[config.mk]
export PLATFORM = sky130hd
export DESIGN_NAME = dmem_arbiter_flat
export DESIGN_NICKNAME = d
export VERILOG_FILES = /design/src/rtl/dmem_arbiter_if.sv /design/src/rtl/dmem_arbiter.sv /design/src/flat_wrapper.sv
export SDC_FILE = /design/constraint.sdc
export NUM_CORES = 1
export LEC_CHECK = 0
export ABC_AREA = 1
export CORE_ASPECT_RATIO = 0.6
export CORE_MARGIN = 2
export CORE_UTILIZATION = 23
export CTS_CLUSTER_SIZE = 25
export DETAILED_ROUTE_END_ITERATION = 16
export HOLD_SLACK_MARGIN = 0.12
export PLACE_DENSITY = 0.77
export SLEW_MARGIN = 20
export SYNTH_ARGS = -nofsm -noshare
export SYNTH_HDL_FRONTEND = slang
export SYNTH_SLANG_ARGS = --single-unit
[constraint.sdc]
create_clock -name clk -period 1.24 [get_ports clk]
set_input_delay 0.248 -clock clk [delete_from_list [all_inputs] [get_ports clk]]
set_output_delay 0.248 -clock clk [all_outputs]
set_load 0.02 [all_outputs]
[src/rtl/dmem_arbiter_if.sv]
// Bus bundle for dmem_arbiter: CPU memory-stage port, host port with lock, and RAM port.
// slave = arbiter view, master = environment (pipeline/host/RAM) view.
interface dmem_arbiter_if #(
    parameter int ADDR_W = 16,
    parameter int DATA_W = 16
);
    logic              cpu_req;
    logic              cpu_we;
    logic [ADDR_W-1:0] cpu_addr;
    logic [DATA_W-1:0] cpu_wdata;
    logic              cpu_stall;
    logic              cpu_rvalid;
    logic [DATA_W-1:0] cpu_rdata;

    logic              host_req;
    logic              host_we;
    logic [ADDR_W-1:0] host_addr;
    logic [DATA_W-1:0] host_wdata;
    logic              host_gnt;
    logic              host_rvalid;
    logic [DATA_W-1:0] host_rdata;
    logic              host_lock;
    logic              host_lock_ack;

    logic [ADDR_W-1:0] ram_address;
    logic [DATA_W-1:0] ram_data;
    logic              ram_wren;
    logic [DATA_W-1:0] ram_q;

    modport slave (
        input  cpu_req, cpu_we, cpu_addr, cpu_wdata,
        output cpu_stall, cpu_rvalid, cpu_rdata,
        input  host_req, host_we, host_addr, host_wdata, host_lock,
        output host_gnt, host_rvalid, host_rdata, host_lock_ack,
        output ram_address, ram_data, ram_wren,
        input  ram_q
    );

    modport master (
        output cpu_req, cpu_we, cpu_addr, cpu_wdata,
        input  cpu_stall, cpu_rvalid, cpu_rdata,
        output host_req, host_we, host_addr, host_wdata, host_lock,
        input  host_gnt, host_rvalid, host_rdata, host_lock_ack,
        input  ram_address, ram_data, ram_wren,
        output ram_q
    );
endinterface

[src/rtl/dmem_arbiter.sv]
// Single-port data-RAM arbiter between CPU memory stage and host port, with host lock.
// Optional host-starvation bound compiled in with macro DMEM_ARB_FAIRNESS_EN.
module dmem_arbiter #(
    parameter int ADDR_W        = 16,
    parameter int DATA_W        = 16,
    parameter int MAX_CPU_BURST = 4
) (
    input  logic              clk,
    input  logic              reset,
    dmem_arbiter_if.slave     bus
);

    typedef enum logic [0:0] {
        S_SHARED = 1'b0,
        S_LOCK   = 1'b1
    } state_t;

    state_t            r_state;
    state_t            w_state_nxt;
    logic              r_rd_valid;
    logic              r_rd_owner_host;
    logic              w_fair_hit;
    logic              w_host_gnt;
    logic              w_cpu_gnt;
    logic [ADDR_W-1:0] w_ram_address;
    logic [DATA_W-1:0] w_ram_data;
    logic              w_ram_wren;

    // Ownership state register
    always_ff @(posedge clk) begin
        if (reset) begin
            r_state <= S_SHARED;
        end else begin
            r_state <= w_state_nxt;
        end
    end

    // Lock request moves ownership on the following cycle
    always_comb begin
        w_state_nxt = r_state;
        case (r_state)
            S_SHARED: begin
                if (bus.host_lock) begin
                    w_state_nxt = S_LOCK;
                end else begin
                    w_state_nxt = S_SHARED;
                end
            end
            S_LOCK: begin
                if (!bus.host_lock) begin
                    w_state_nxt = S_SHARED;
                end else begin
                    w_state_nxt = S_LOCK;
                end
            end
            default: w_state_nxt = S_SHARED;
        endcase
    end

`ifdef DMEM_ARB_FAIRNESS_EN
    localparam logic [7:0] BURST_LIMIT = 8'(MAX_CPU_BURST);

    logic [7:0] r_burst_cnt;

    // Counts CPU wins while the host waits; saturates so the hit never wraps away
    always_ff @(posedge clk) begin
        if (reset) begin
            r_burst_cnt <= 8'd0;
        end else if (w_host_gnt || !bus.host_req) begin
            r_burst_cnt <= 8'd0;
        end else if (w_cpu_gnt && (r_burst_cnt != 8'hFF)) begin
            r_burst_cnt <= r_burst_cnt + 8'd1;
        end else begin
            r_burst_cnt <= r_burst_cnt;
        end
    end

    assign w_fair_hit = (r_burst_cnt >= BURST_LIMIT);
`else
    assign w_fair_hit = 1'b0;
`endif

    // Grant decision; everything is held off while reset is high
    always_comb begin
        w_host_gnt = 1'b0;
        w_cpu_gnt  = 1'b0;
        if (reset) begin
            w_host_gnt = 1'b0;
            w_cpu_gnt  = 1'b0;
        end else if (r_state == S_LOCK) begin
            w_host_gnt = bus.host_req;
            w_cpu_gnt  = 1'b0;
        end else begin
            w_host_gnt = bus.host_req && (!bus.cpu_req || w_fair_hit);
            w_cpu_gnt  = bus.cpu_req && !(bus.host_req && (!bus.cpu_req || w_fair_hit));
        end
    end

    // RAM port steering: idle cycles drive zeros rather than a stale requester
    always_comb begin
        w_ram_address = {ADDR_W{1'b0}};
        w_ram_data    = {DATA_W{1'b0}};
        w_ram_wren    = 1'b0;
        if (w_host_gnt) begin
            w_ram_address = bus.host_addr;
            w_ram_data    = bus.host_wdata;
            w_ram_wren    = bus.host_we;
        end else if (w_cpu_gnt) begin
            w_ram_address = bus.cpu_addr;
            w_ram_data    = bus.cpu_wdata;
            w_ram_wren    = bus.cpu_we;
        end else begin
            w_ram_address = {ADDR_W{1'b0}};
            w_ram_data    = {DATA_W{1'b0}};
            w_ram_wren    = 1'b0;
        end
    end

    // Remember who issued a read so the next-cycle RAM data returns to them
    always_ff @(posedge clk) begin
        if (reset) begin
            r_rd_valid      <= 1'b0;
            r_rd_owner_host <= 1'b0;
        end else begin
            r_rd_valid      <= (w_host_gnt && !bus.host_we) || (w_cpu_gnt && !bus.cpu_we);
            r_rd_owner_host <= w_host_gnt;
        end
    end

    assign bus.cpu_stall     = bus.cpu_req && !w_cpu_gnt && !reset;
    assign bus.host_gnt      = w_host_gnt;
    assign bus.cpu_rvalid    = r_rd_valid && !r_rd_owner_host && !reset;
    assign bus.host_rvalid   = r_rd_valid && r_rd_owner_host && !reset;
    assign bus.cpu_rdata     = bus.ram_q;
    assign bus.host_rdata    = bus.ram_q;
    assign bus.host_lock_ack = (r_state == S_LOCK) && !reset;
    assign bus.ram_address   = w_ram_address;
    assign bus.ram_data      = w_ram_data;
    assign bus.ram_wren      = w_ram_wren;

endmodule
[src/flat_wrapper.sv]
// flat-port wrapper written by rule: the top's interface ports become plain ports
module dmem_arbiter_flat 
#(
    parameter int ADDR_W        = 16,
    parameter int DATA_W        = 16,
    parameter int MAX_CPU_BURST = 4
)
  (clk, reset, bus_cpu_req, bus_cpu_we, bus_cpu_addr, bus_cpu_wdata, bus_cpu_stall, bus_cpu_rvalid, bus_cpu_rdata, bus_host_req, bus_host_we, bus_host_addr, bus_host_wdata, bus_host_lock, bus_host_gnt, bus_host_rvalid, bus_host_rdata, bus_host_lock_ack, bus_ram_address, bus_ram_data, bus_ram_wren, bus_ram_q);
  dmem_arbiter_if #(.ADDR_W(ADDR_W), .DATA_W(DATA_W)) bus_i ();
  input  logic clk;
  input  logic reset;
  input wire logic [$bits(bus_i.cpu_req)-1:0] bus_cpu_req;
  input wire logic [$bits(bus_i.cpu_we)-1:0] bus_cpu_we;
  input wire logic [$bits(bus_i.cpu_addr)-1:0] bus_cpu_addr;
  input wire logic [$bits(bus_i.cpu_wdata)-1:0] bus_cpu_wdata;
  output wire logic [$bits(bus_i.cpu_stall)-1:0] bus_cpu_stall;
  output wire logic [$bits(bus_i.cpu_rvalid)-1:0] bus_cpu_rvalid;
  output wire logic [$bits(bus_i.cpu_rdata)-1:0] bus_cpu_rdata;
  input wire logic [$bits(bus_i.host_req)-1:0] bus_host_req;
  input wire logic [$bits(bus_i.host_we)-1:0] bus_host_we;
  input wire logic [$bits(bus_i.host_addr)-1:0] bus_host_addr;
  input wire logic [$bits(bus_i.host_wdata)-1:0] bus_host_wdata;
  input wire logic [$bits(bus_i.host_lock)-1:0] bus_host_lock;
  output wire logic [$bits(bus_i.host_gnt)-1:0] bus_host_gnt;
  output wire logic [$bits(bus_i.host_rvalid)-1:0] bus_host_rvalid;
  output wire logic [$bits(bus_i.host_rdata)-1:0] bus_host_rdata;
  output wire logic [$bits(bus_i.host_lock_ack)-1:0] bus_host_lock_ack;
  output wire logic [$bits(bus_i.ram_address)-1:0] bus_ram_address;
  output wire logic [$bits(bus_i.ram_data)-1:0] bus_ram_data;
  output wire logic [$bits(bus_i.ram_wren)-1:0] bus_ram_wren;
  input wire logic [$bits(bus_i.ram_q)-1:0] bus_ram_q;
  assign bus_i.cpu_req = bus_cpu_req;
  assign bus_i.cpu_we = bus_cpu_we;
  assign bus_i.cpu_addr = bus_cpu_addr;
  assign bus_i.cpu_wdata = bus_cpu_wdata;
  assign bus_cpu_stall = bus_i.cpu_stall;
  assign bus_cpu_rvalid = bus_i.cpu_rvalid;
  assign bus_cpu_rdata = bus_i.cpu_rdata;
  assign bus_i.host_req = bus_host_req;
  assign bus_i.host_we = bus_host_we;
  assign bus_i.host_addr = bus_host_addr;
  assign bus_i.host_wdata = bus_host_wdata;
  assign bus_i.host_lock = bus_host_lock;
  assign bus_host_gnt = bus_i.host_gnt;
  assign bus_host_rvalid = bus_i.host_rvalid;
  assign bus_host_rdata = bus_i.host_rdata;
  assign bus_host_lock_ack = bus_i.host_lock_ack;
  assign bus_ram_address = bus_i.ram_address;
  assign bus_ram_data = bus_i.ram_data;
  assign bus_ram_wren = bus_i.ram_wren;
  assign bus_i.ram_q = bus_ram_q;
  dmem_arbiter #(.ADDR_W(ADDR_W), .DATA_W(DATA_W), .MAX_CPU_BURST(MAX_CPU_BURST)) u_core (.clk(clk), .reset(reset), .bus(bus_i));
endmodule
==> results of run 1 <==
-- registers in the layout, indices dropped and copies added (netlist names) --
name	count
u_core.r_rd_owner_host	1
u_core.r_rd_valid	1
u_core.r_state	1
-- layout make-up --
| type | instances | area share [%] |
|---|---|---|
| tap | 60 | 3.22 |
| clock buffer | 4 | 1.93 |
| inverter | 7 | 1.55 |
| multi-input combinational | 115 | 29.3 |
| timing repair buffer | 130 | 61.4 |
| sequential | 3 | 2.63 |
-- synthesized netlist by cell type (all sizes together) --
library cell | number | share of area [%]
buf | 42 | 32
clkbuf | 3 | 4.0
dfxtp | 3 | 5.8
inv | 7 | 2.5
nand2 | 37 | 14
nand3 | 68 | 36
nor2 | 6 | 4.5
nor3 | 3 | 1.4
-- through the flow --
| step | hold WS [ps] | instances | cell area (um2) | setup TNS [ps] |
|---|---|---|---|---|
| floorplan | 355 | 169 | 1040 | 0 |
| global placement | 496 | 304 | 1990 | -34000 |
| detailed placement | 496 | 304 | 1990 | -34530 |
| CTS | 433 | 317 | 2170 | -8270 |
| global route | 465 | 319 | 2330 | -10520 |
| finish | 446 | 319 | 2330 | -8580 |
-- routing by layer --
metal  wire, um  vias to the layer above
met3        516                        6
li1           -                      710
met1       2170                      658
met4         70                        0
met2       2050                      102
met5          0                        -
-- power by group through the flow --
stage / Sequential (uW) / Combinational (uW) / Clock (uW)
after floorplan: 109 / 441 / 0
after CTS: 107 / 774 / 304
after global placement: 107 / 708 / 0
after global routing: 107 / 897 / 315
after detailed placement: 107 / 714 / 0
final: 107 / 851 / 300
-- worst register-to-register path, stage by stage, from the launching register on --
cell and delay (ps):
dfxtp_2 320, buf_6 120, nor2_8 150, clkbuf_16 190, nand3_1 80, nand2_1 70
-- path summary, 6_finish.rpt --
path	endpoint	depth (start not counted)	slack, ps	start
worst min-delay path	u_core.r_state	3	450	reset
worst min register to register	u_core.r_rd_owner_host	4	770	u_core.r_state
worst max-delay path	bus_ram_data[3]	7	-270	bus_cpu_req
worst max register to register	u_core.r_rd_valid	5	260	u_core.r_state
-- logic make-up (layout without fill, tap and decap cells) --
logic type,after synthesis,count (layout),share of synthesized area [%]
buf+inv,52,141,38.5
flops,3,3,5.79
simple gates,114,115,55.7
-- what timing repair did --
action,in CTS,in global routing
endpoints found under the hold margin,0,0
gates cloned,3,2
buffers inserted,7,0
pin swaps,5,3
resized for setup,225,44
setup endpoints to repair,38,37
==> run_results.csv, run 1 <==
group,metric,value,unit
run_status,status,"finished, violations left",
run_status,failed_checks,"negative setup slack",
cells_and_area,multiInputGateArea,683,um2
global_routing,antenna_found_initial,0,
place,place_ws,-954,ps
critical_path,crit_fanout,9,
cells_and_area,layout_common_cells,"clkdlybuf4s50_1, nand3_1, buf_6",
cells_and_area,drive_gt1_share,37.8,%
power_and_ir_drop,power.total,1260,uW
cells_and_area,final_core_util,55.4,%
global_routing,track_usage,15.8,%
yosys,yosys.cell_types.count,15,
power_and_ir_drop,switchingPower,451,uW
sta,timing.fmax,663,MHz
detailed_routing,vias_per_cell,4.63,
critical_path,worstSetupStartpointType,"input port",
global_routing,grtUsageMet3,5.42,%
global_routing,grt_pass1_vias,1362,
critical_path,criticalPathCategory,"in -> out",
power_and_ir_drop,seq_power_share,8.5,%
critical_path,crit_path_top_delay_cell,"buf_2",
sta,min_period,1510,ps
power_and_ir_drop,swShare,35.9,%
yosys,syn_area,1040,um2
yosys,syn-num-nets,256,
sta,max_slew.worst_pin.slew,256,ps
sta,clock_skew,7.01,ps
detailed_routing,wl,4810,um
job,drv_cap,0,
critical_path,crit_chain,"buf_2, inv_2, nor2_8, clkbuf_16, nand3_1, nand2_1, buf_6",
place,io_buffers,108,
die,die-area,5080,um2
critical_path,critPathArrivalTime,1260,ps
cts,root_buffer,"clkbuf_8",
global_routing,grt.overflow.total,0,
critical_path,cp.buffers_inverters,4,
cts,cts_tree,"done",
critical_path,end_kind,"primary output",
cts,path_clk_slew,30,ps
power_and_ir_drop,worst_ir_drop_vdd,0.000495,V
global_routing,grt_pass1_wl,6510,um
die,core-area,4210,um2
detailed_routing,dr.pass1.iters,4,
sta,hold_violations,0,
power_and_ir_drop,power.density,539,nW/um2
hold_path,hold_path_class,"in -> reg",
die,die_y,56.0,um
sta,worst_slack,-269,ps
yosys,yosysWarnings,0,
die,row_count,18,
yosys,synthCells,169,
power_and_ir_drop,p_leak,0.00108,uW
cells_and_area,antenna_cells,0,
sta,setup_viol,36,
detailed_routing,dr_total_vias,1476,
power_and_ir_drop,p_clk_share,23.8,%
global_routing,grtUsageMet2,24.9,%
sta,drv_slew,0,
cts,htreeDepth,1,
global_routing,grt_max_degree,35,
yosys,avgSynthCellArea,6.14,um2
cts,cts_made_buffers,3,
power_and_ir_drop,p_int,807,uW
critical_path,worstPathRequired,990,ps
cells_and_area,final_common_cell,"clkdlybuf4s50_1",
place,place.gp.congestion,0.737,
power_and_ir_drop,comb_power_share,67.7,%
global_routing,use_met1,20.5,%
cts,clk_latency,230,ps
sta,period_share,122,%
detailed_routing,final_antenna_net_count,0,
die,die_w,90.7,um
detailed_routing,wl_per_cell,15.1,um
cells_and_area,n_fill_cell,391,
place,dp_hpwl,2980,um
sta,grt_setup_unrepaired,"true",
sta,relSlewSlack,82.9,%
yosys,synth_seq_cells,3,
critical_path,cpPeakStageDelay,240,ps
cells_and_area,layout.nets,347,
global_routing,busiest_layer,"met2",
cts,ctsHoldBuffers,0,
cts,cts_buffer_depth,2,
critical_path,cp_top_family,"buffers and inverters",
detailed_routing,drt_first_iter_violations,59,
detailed_routing,drc,0,
cells_and_area,area_growth,125,%
die,io_pins,157,
cells_and_area,regArea,61.3,um2
cts,cts.sinks,3,
yosys,yosysSeqAreaShare,5.79,%
die,start_util,24.6,%
No activity file was read; power rests on OpenSTA's default activity.
==> run 2: changes to the inputs <==
--- a/config.mk
+++ b/config.mk
@@ -11,8 +11,9 @@
 export CORE_UTILIZATION = 23
 export CTS_CLUSTER_SIZE = 25
 export DETAILED_ROUTE_END_ITERATION = 16
+export GPL_ROUTABILITY_DRIVEN = 1
 export HOLD_SLACK_MARGIN = 0.12
-export PLACE_DENSITY = 0.77
+export PLACE_DENSITY = 0.91
 export SLEW_MARGIN = 20
 export SYNTH_ARGS = -nofsm -noshare
 export SYNTH_HDL_FRONTEND = slang
==> run 2 against run 1 <==
The run still ends with negative setup slack left. Via count rose by 1.4%. Count of clock-buffer cells in the layout is the same. Non-clock buffer count rose by 8. Sequential power barely moved. Worst hold slack lost 6.7 ps. Global-route usage is 1.9 points higher. Die area unchanged. Total power up 5.8%. Combinational power is 9.5% higher. Fmax up 2.4%.
==> run_results.csv, run 2 (same netlist as run 1, synthesis figures left out) <==
group,metric,value,unit
run_status,status,"finished, violations left",
run_status,failed_checks,"negative setup slack",
cts,cts_made_buffers,3,
cts,root_buffer,"clkbuf_8",
die,die_y,56.0,um
power_and_ir_drop,p_leak,0.00116,uW
power_and_ir_drop,power.density,522,nW/um2
detailed_routing,dr_total_vias,1496,
sta,max_slew.worst_pin.slew,154,ps
die,start_util,24.6,%
cells_and_area,area_growth,146,%
power_and_ir_drop,power.total,1330,uW
cts,cts.sinks,3,
critical_path,critPathArrivalTime,1230,ps
sta,worst_slack,-234,ps
cells_and_area,stdcell_count,326,
detailed_routing,drt_first_iter_violations,32,
cells_and_area,final_common_cell,"clkdlybuf4s50_1",
cells_and_area,largest_registers,"u_core.r_rd_owner_host: 1 flops, u_core.r_rd_valid: 1 flops, u_core.r_state: 1 flops",
sta,hold_violations,0,
cts,ctsHoldBuffers,0,
cts,htreeDepth,1,
die,row_count,18,
global_routing,grt_max_degree,21,
critical_path,worstSetupStartpointType,"flip-flop",
die,die-area,5080,um2
detailed_routing,drc,0,
power_and_ir_drop,worst_ir_drop_vdd,0.000444,V
cells_and_area,regArea,63.8,um2
global_routing,track_usage,17.8,%
job,drv_cap,0,
critical_path,crit_fanout,14,
cells_and_area,drive_gt1_share,46.2,%
global_routing,grt_pass1_wl,7310,um
hold_path,hold_path_class,"in -> reg",
detailed_routing,wl_per_cell,15.5,um
global_routing,antenna_found_initial,0,
cells_and_area,layout.nets,354,
critical_path,end_kind,"primary output",
die,io_pins,157,
place,placed_cells,306,
place,place.gp.congestion,0.755,
cts,cts_buffer_depth,2,
sta,drv_slew,0,
sta,clock_skew,2.68,ps
cells_and_area,multiInputGateArea,751,um2
cts,cts_tree,"done",
cells_and_area,antenna_cells,0,
sta,period_share,119,%
die,die_w,90.7,um
cells_and_area,layout_common_cells,"clkdlybuf4s50_1, nand3_1, buf_6",
die,core-area,4210,um2
cells_and_area,n_fill_cell,368,
detailed_routing,vias_per_cell,4.59,
place,place_ws,-942,ps
global_routing,grt_pass1_vias,1549,
sta,timing.fmax,678,MHz
global_routing,grt.overflow.total,0,
cells_and_area,final_core_util,60.5,%
sta,min_period,1470,ps
place,dp_hpwl,3180,um
sta,relSlewSlack,89.7,%
cts,path_clk_slew,30,ps
sta,setup_tns,-7100,ps
cts,clk_latency,220,ps
sta,grt_setup_unrepaired,"true",
detailed_routing,final_antenna_net_count,0,
critical_path,criticalPathCategory,"reg -> out",
detailed_routing,wl,5060,um
detailed_routing,dr.pass1.iters,4,
place,io_buffers,108,
critical_path,worstPathRequired,990,ps
sta,setup_viol,36,
## run 2: path summary, 6_finish.rpt
kind | start | to | slack, ps | cells after the start
worst max register to register | u_core.r_state | u_core.r_rd_valid | 260 | 5
worst min register to register | u_core.r_state | u_core.r_rd_valid | 710 | 4
worst max-delay path | u_core.r_state | bus_ram_address[6] | -230 | 6
worst min-delay path | reset | u_core.r_rd_owner_host | 440 | 3
## run 2: per-stage QoR
step / hold slack [ps] / instance area [um2]
after global routing: 450 / 2550
after global placement: 496 / 2030
after floorplan: 355 / 1040
after detailed placement: 496 / 2030
final: 439 / 2550
after CTS: 408 / 2370
## run 2: layout make-up
class                   count  share of cell area, %
clock buffers               4                   1.77
inverters                   7                   1.13
repair buffers            138                   62.2
multi-input cells         114                   29.5
well taps                  60                   2.95
flip-flops and latches      3                   2.50
## run 2: timing repair
action | CTS | global route
pin swaps | 16 | 3
gates cloned | 4 | 4
buffers inserted | 9 | 0
endpoints found under the setup margin | 38 | 38
resized for setup | 253 | 26
hold endpoints to repair | 0 | 0
## run 2: critical path: stages (launching register included)
cell     delay, ps
dfxtp_4        350
inv_2          100
nand2_8         80
buf_12         150
nand3_1        100
nand2_2         80
buf_6          130
## run 2: metal layers
metal | wire length (um) | GRT usage, %
met2 | 2310 | 30.6
met1 | 2330 | 21.3
met5 | 0 | 0
met4 | 44 | 6.37
met3 | 377 | 5.01
## run 2: report_power, final
group	internal [uW]	switching (uW)	leakage, uW
combinational	543	390	0.00111
sequential	102	5.23	0.0000254
clock	220	71.2	0.0000228
